--- config.mk ---
export PLATFORM = sky130hd
export DESIGN_NAME = ysyx_25060166_lsu
export DESIGN_NICKNAME = d
export VERILOG_FILES = /design/src/rtl/ysyx_25060166_lsu.sv
export SDC_FILE = /design/constraint.sdc
export NUM_CORES = 1
export LEC_CHECK = 0
export ABC_AREA = 1
export BUFFER_PORTS_ARGS = -buffer_cell sky130_fd_sc_hd__buf_2
export CAP_MARGIN = 0
export CORE_MARGIN = 4
export CORE_UTILIZATION = 46
export DETAILED_ROUTE_END_ITERATION = 7
export GPL_TIMING_DRIVEN = 0
export PLACE_DENSITY_LB_ADDON = 0.12
export SLEW_MARGIN = 30
export SYNTH_ARGS = -nofsm -noshare
export SYNTH_HDL_FRONTEND = slang
export SYNTH_SLANG_ARGS = --single-unit
--- constraint.sdc ---
create_clock -name clk -period 1.7 [get_ports clk]
set_input_delay 0.255 -clock clk [delete_from_list [all_inputs] [get_ports clk]]
set_output_delay 0.255 -clock clk [all_outputs]
set_load 0.02 [all_outputs]
--- src/rtl/ysyx_25060166_lsu.sv ---
// ---------------------------------------------------------------------------
// ysyx_25060166_lsu
//
// Load/store unit between the execute stage and the data memory. It accepts
// one operation per in_valid/in_ready handshake and issues a single memory
// request. It waits for grant and read data, then sign- or zero-extends the
// load result and hands it to writeback over out_valid/out_ready. Only one
// operation is in flight, so in_ready is high only in IDLE.
//
// Ports
//   clk, rst_n          clock (rising edge), asynchronous active-low reset
//   in_*                operation from execute: valid/ready, addr, wdata,
//                       is_load/is_store, size (0 B, 1 H, 2 W), unsigned, rd
//   mem_*               memory request: req held until gnt, we, half/byte
//                       write flags, addr, wdata; read data via rvalid/rdata
//   out_*               writeback: valid/ready, extended rdata, rd, wen, err
//
// Configuration
//   YSYX_25060166_LSU_MISALIGN_TRAP_EN  when defined, misaligned half/word
//   accesses and size==3 skip memory and complete with out_err=1. When
//   undefined, out_err is 0, size==3 acts as word and addresses pass through.
// ---------------------------------------------------------------------------
module ysyx_25060166_lsu #(
    parameter int WIDTH = 32,
    parameter int RD_W  = 4
) (
    input  logic             clk,
    input  logic             rst_n,

    input  logic             in_valid,
    output logic             in_ready,
    input  logic [WIDTH-1:0] in_addr,
    input  logic [WIDTH-1:0] in_wdata,
    input  logic             in_is_load,
    input  logic             in_is_store,
    input  logic [1:0]       in_size,
    input  logic             in_unsigned,
    input  logic [RD_W-1:0]  in_rd,

    output logic             mem_req,
    input  logic             mem_gnt,
    output logic             mem_we,
    output logic [WIDTH-1:0] mem_addr,
    output logic [WIDTH-1:0] mem_wdata,
    output logic             mem_half,
    output logic             mem_byte,
    input  logic             mem_rvalid,
    input  logic [WIDTH-1:0] mem_rdata,

    output logic             out_valid,
    input  logic             out_ready,
    output logic [WIDTH-1:0] out_rdata,
    output logic [RD_W-1:0]  out_rd,
    output logic             out_wen,
    output logic             out_err
);

    typedef enum logic [1:0] {
        S_IDLE,
        S_ISSUE,
        S_WAIT,
        S_DONE
    } state_t;

    state_t state_q, state_d;

    logic [WIDTH-1:0] addr_q;
    logic [WIDTH-1:0] wdata_q;
    logic [1:0]       size_q;
    logic             unsigned_q;
    logic [RD_W-1:0]  rd_q;
    logic             is_load_q;
    logic             is_store_q;
    logic [WIDTH-1:0] result_q;

    logic             in_fault;
    logic             accept;
    logic             capture;

    // ---------------------------------------------------------------------
    // Alignment fault detection (only a real memory op can fault; bubbles
    // never do).
    // ---------------------------------------------------------------------
`ifdef YSYX_25060166_LSU_MISALIGN_TRAP_EN
    logic err_q;

    always_comb begin
        in_fault = 1'b0;
        if (in_is_load || in_is_store) begin
            case (in_size)
                2'd1:    in_fault = in_addr[0];
                2'd2:    in_fault = (in_addr[1:0] != 2'b00);
                2'd3:    in_fault = 1'b1;
                default: in_fault = 1'b0;
            endcase
        end
    end

    always_ff @(posedge clk or negedge rst_n) begin
        if (!rst_n)
            err_q <= 1'b0;
        else if (accept)
            err_q <= in_fault;
    end

    assign out_err = (state_q == S_DONE) && err_q;
`else
    assign in_fault = 1'b0;
    assign out_err  = 1'b0;
`endif

    assign accept  = (state_q == S_IDLE) && in_valid;
    // A load's data arrives either together with the grant or later in WAIT.
    assign capture = ((state_q == S_ISSUE) && mem_gnt && mem_rvalid && is_load_q)
                  || ((state_q == S_WAIT) && mem_rvalid);

    // ---------------------------------------------------------------------
    // Next-state logic
    // ---------------------------------------------------------------------
    always_comb begin
        // NOTE: default first so every path assigns state_d; no latch inferred.
        state_d = state_q;
        case (state_q)
            S_IDLE: begin
                if (in_valid) begin
                    if (in_fault)
                        state_d = S_DONE;
                    else if (in_is_load || in_is_store)
                        state_d = S_ISSUE;
                    else
                        state_d = S_DONE;
                end
            end
            S_ISSUE: begin
                if (mem_gnt) begin
                    if (is_store_q || mem_rvalid)
                        state_d = S_DONE;
                    else
                        state_d = S_WAIT;
                end
            end
            S_WAIT: begin
                if (mem_rvalid)
                    state_d = S_DONE;
            end
            S_DONE: begin
                if (out_ready)
                    state_d = S_IDLE;
            end
            default: state_d = S_IDLE;
        endcase
    end

    // Sign/zero extension of the captured read data according to size.
    function automatic logic [WIDTH-1:0] extend(input logic [WIDTH-1:0] d,
                                                input logic [1:0]       size,
                                                input logic             uns);
        logic [WIDTH-1:0] r;
        case (size)
            2'd0:    r = {{(WIDTH-8){~uns & d[7]}}, d[7:0]};
            2'd1:    r = {{(WIDTH-16){~uns & d[15]}}, d[15:0]};
            default: r = d;
        endcase
        return r;
    endfunction

    // ---------------------------------------------------------------------
    // State and request registers
    // ---------------------------------------------------------------------
    always_ff @(posedge clk or negedge rst_n) begin
        // NOTE: sequential state uses non-blocking assignments so all
        // registers update together from pre-edge values.
        if (!rst_n) begin
            state_q    <= S_IDLE;
            addr_q     <= '0;
            wdata_q    <= '0;
            size_q     <= 2'd0;
            unsigned_q <= 1'b0;
            rd_q       <= '0;
            is_load_q  <= 1'b0;
            is_store_q <= 1'b0;
            result_q   <= '0;
        end else begin
            state_q <= state_d;
            if (accept) begin
                addr_q     <= in_addr;
                wdata_q    <= in_wdata;
                size_q     <= in_size;
                unsigned_q <= in_unsigned;
                // Faulting ops and bubbles become no-write results.
                is_load_q  <= in_is_load  && !in_fault;
                is_store_q <= in_is_store && !in_fault;
                rd_q       <= (in_is_load && !in_fault) ? in_rd : '0;
                result_q   <= '0;
            end else if (capture) begin
                result_q <= extend(mem_rdata, size_q, unsigned_q);
            end
        end
    end

    // ---------------------------------------------------------------------
    // Outputs, decoded from state and registers only
    // ---------------------------------------------------------------------
    assign in_ready  = (state_q == S_IDLE);

    assign mem_req   = (state_q == S_ISSUE);
    assign mem_we    = mem_req && is_store_q;
    assign mem_half  = mem_req && is_store_q && (size_q == 2'd1);
    assign mem_byte  = mem_req && is_store_q && (size_q == 2'd0);
    assign mem_addr  = addr_q;
    assign mem_wdata = wdata_q;

    assign out_valid = (state_q == S_DONE);
    assign out_rdata = result_q;
    assign out_rd    = rd_q;
    assign out_wen   = out_valid && is_load_q;

endmodule

==> flow_metrics.env <==
export IMPL_coreArea_mm2=0.00942
export IMPL_wl_per_cell_um=13.9
export IMPL_r2r_end="mem_wdata[22]$_DFFE_PN0P_"
export IMPL_netlist_area_mm2=0.00453
export IMPL_fillCellCount=820
export IMPL_synth_cell_types=19
export IMPL_vias=4258
export IMPL_crit_type="flop to primary output"
export IMPL_first_iter_violations=137
export IMPL_syn_area_per_cell_um2=8.33
export IMPL_syn_nets=660
export IMPL_powerDensity_mw_per_mm2=1940
export IMPL_dpl_cell_count=891
export IMPL_clk_pin_slew_ns=0.11
export IMPL_finalSetupTns_ns=0
export IMPL_antenna_found_initial=1
export IMPL_grt_overflow=0
export IMPL_switchingPower_mw=5.51
export IMPL_crit_family="flip-flops"
export IMPL_max_freq_mhz=594
export IMPL_start_util=0.481
export IMPL_status="finished clean"
export IMPL_power_internal_mw=6.38
export IMPL_cpMaxStageDelayCell="dfrtp_2"
export IMPL_n_antenna_cell=0
export IMPL_dp_hpwl_um=9370
export IMPL_io_buffers=217
export IMPL_root_buffer="clkbuf_8"
export IMPL_die_x_um=107
export IMPL_min_period_ns=1.68
export IMPL_nets=897
export IMPL_layout_commonest_cell="nand2_1"
export IMPL_hold_depth=3
export IMPL_async_flop_share=1.00
export IMPL_p_comb_frac=0.503
export IMPL_synthToLayoutAreaGrowth_pct=35.5
export IMPL_wl_um=12700
export IMPL_htreeDepth=3
export IMPL_rsz0062_at_grt="true"
export IMPL_setup_viol=0
export IMPL_required_ns=1.44
export IMPL_min_from="in_wdata[12]"
export IMPL_r2r_start="state_q[0]$_DFFE_PN0P_"
export IMPL_finalCoreUtilization=0.652
export IMPL_numCtsBuffers=9
export IMPL_r2r_slack_ns=0.08
export IMPL_cap_violations=0
export IMPL_cts_tree="done"
export IMPL_max_stage_delay_ns=0.47
export IMPL_gp_congestion=0.786
export IMPL_vdd_drop_max_v=0.000999
export IMPL_clk_latency_ns=0.36
export IMPL_dieArea_mm2=0.0115
export IMPL_ios=219
export IMPL_synth_cells=544
export IMPL_whs_endpoint="mem_wdata[12]$_DFFE_PN0P_"
export IMPL_vias_per_cell=4.65
export IMPL_grt_pass1_vias=4156
export IMPL_worstRegToRegCells=7
export IMPL_end_kind="primary output"
export IMPL_synth_edff_count=0
export IMPL_die_y_um=107
export IMPL_drive_above_1_share=0.355
export IMPL_slew_violations=0
export IMPL_final_area_mm2=0.00614
export IMPL_path_cells="inv_1, ha_2, buf_2"
export IMPL_cp_arrival_ns=1.43
export IMPL_worstPathMaxFanout=5
export IMPL_switching_share=0.463
export IMPL_stdcell_count=915
export IMPL_place_area_mm2=0.00581
export IMPL_clkSinkCount=107
export IMPL_hold_class="input port to flop"
export IMPL_path_buf_inv=2
export IMPL_route_detailed_drc=0
export IMPL_cellLeakagePower_nw=3.72
export IMPL_yosysWarnings=0
export IMPL_firstDrtPassIters=4
export IMPL_timing_final_crit_share=0.991
export IMPL_hold_violations=0
export IMPL_grt_max_degree=71
export IMPL_start_kind="flop"
export IMPL_grt_first_pass_wirelength_um=19900
export IMPL_grt_use_total=0.217
export IMPL_p_seq_frac=0.369
export IMPL_finClkSkew_ns=0.0141
export IMPL_synth_ff_type="dfrtp_1"
export IMPL_most_common_layout_cells="nand2_1, buf_2, dfrtp_1, nand3_1, nor2_1"
export IMPL_clock_power_share=0.128
export IMPL_drtAntennaViolNets=0
export IMPL_row_count=35
export IMPL_yosysSeqAreaShare=0.591
export IMPL_ys_ff_latch=107
export IMPL_clock_path_buffers=2
## layout make-up
| type | count | area (µm²) | share of cell area |
|---|---|---|---|
| Sequential cell | 107 | 2680 | 0.436 |
| Multi-Input combinational cell | 393 | 1690 | 0.275 |
| Timing Repair Buffer | 225 | 1180 | 0.193 |
| Tap cell | 129 | 161 | 0.0263 |
| Buffer | 26 | 154 | 0.0251 |
| Clock buffer | 11 | 151 | 0.0247 |
| Inverter | 19 | 76.3 | 0.0124 |
| Clock inverter | 5 | 45.0 | 0.00733 |
## power by group through the flow
stage	Clock (mW)	Sequential [mW]	Combinational [mW]
final	1.52	4.38	5.98
after floorplan	0	5.71	2.38
after detailed placement	0	4.40	5.80
after global placement	0	4.36	5.67
after global routing	1.67	4.53	6.61
after CTS	1.57	4.38	5.88
## synth_stat cells, types with 3 or more instances
library cell	number	share of area
nand2_4	3	0.0075
nand3_1	37	0.041
buf_6	3	0.0075
clkbuf_1	6	0.0050
buf_2	14	0.015
o21ai_0	21	0.023
dfrtp_1	107	0.59
ha_1	5	0.014
nand2_1	285	0.24
inv_1	17	0.014
nor2_1	35	0.029
## through the flow
step	hold slack [ns]	total power, mW	setup WS (ns)
after floorplan	-0.0406	8.09	0.0291
after global placement	0.449	10.0	-0.841
after detailed placement	0.183	10.2	-0.189
after CTS	0.0537	11.8	-0.000157
after global routing	0.0635	12.8	-0.0452
final	0.0767	11.9	0.0161
## metal layers
| metal | vias to the layer above | global-route usage | wire length, µm |
|---|---|---|---|
| met5 | - | 0 | 13 |
| met4 | 2 | 0.0776 | 254 |
| met3 | 23 | 0.0572 | 1060 |
| met2 | 158 | 0.362 | 6170 |
| met1 | 1942 | 0.272 | 5200 |
| li1 | 2133 | - | - |
## cells by family after synthesis
family,count (synthesis),synth area share
AND/OR/NAND/NOR,365,0.324
buffers and inverters,45,0.0469
adder cells (fa/ha/maj),5,0.0138
AO/OA/AOI/OAI,21,0.0232
flip-flops,107,0.591
other,1,0.000828
## how the worst max path moves through the flow
stage | startpoint | to | slack (ns) | cells past startpoint
after floorplan | state_q[1]$_DFFE_PN0P_ | mem_half | 0.03 | 4
after global placement | rst_n | mem_wdata[16]$_DFFE_PN0P_ | -0.84 | 1
after detailed placement | state_q[0]$_DFFE_PN0P_ | size_q[0]$_DFFE_PN0P_ | -0.19 | 7
after CTS | state_q[1]$_DFFE_PN0P_ | mem_half | -0.0002 | 5
after global routing | state_q[0]$_DFFE_PN0P_ | in_ready | -0.05 | 3
final | state_q[0]$_DFFE_PN0P_ | in_ready | 0.02 | 3
## worst reg2reg max path: cells and delay by family (launching register included)
kind          cells  cell delay (ns)
fa+ha+maj         1             0.27
buf+inv           3             0.54
flops             1             0.47
simple gates      3             0.25
## sequential cells by signal (all words and copies together) (netlist names)
name and cells:
mem_addr 32, mem_wdata 32, out_rdata 32, out_rd 4, size_q 2, state_q 2
is_load_q 1, is_store_q 1, unsigned_q 1
## timing repair
action,4_1_cts,5_1_grt
endpoints found under the setup margin,108,102
resized for setup,14,12
gates cloned,0,1
hold endpoints to repair,37,0
hold buffers,1,0
buffers inserted,1,5
pin swaps,1,4
Power figures use the tool's default switching activity.
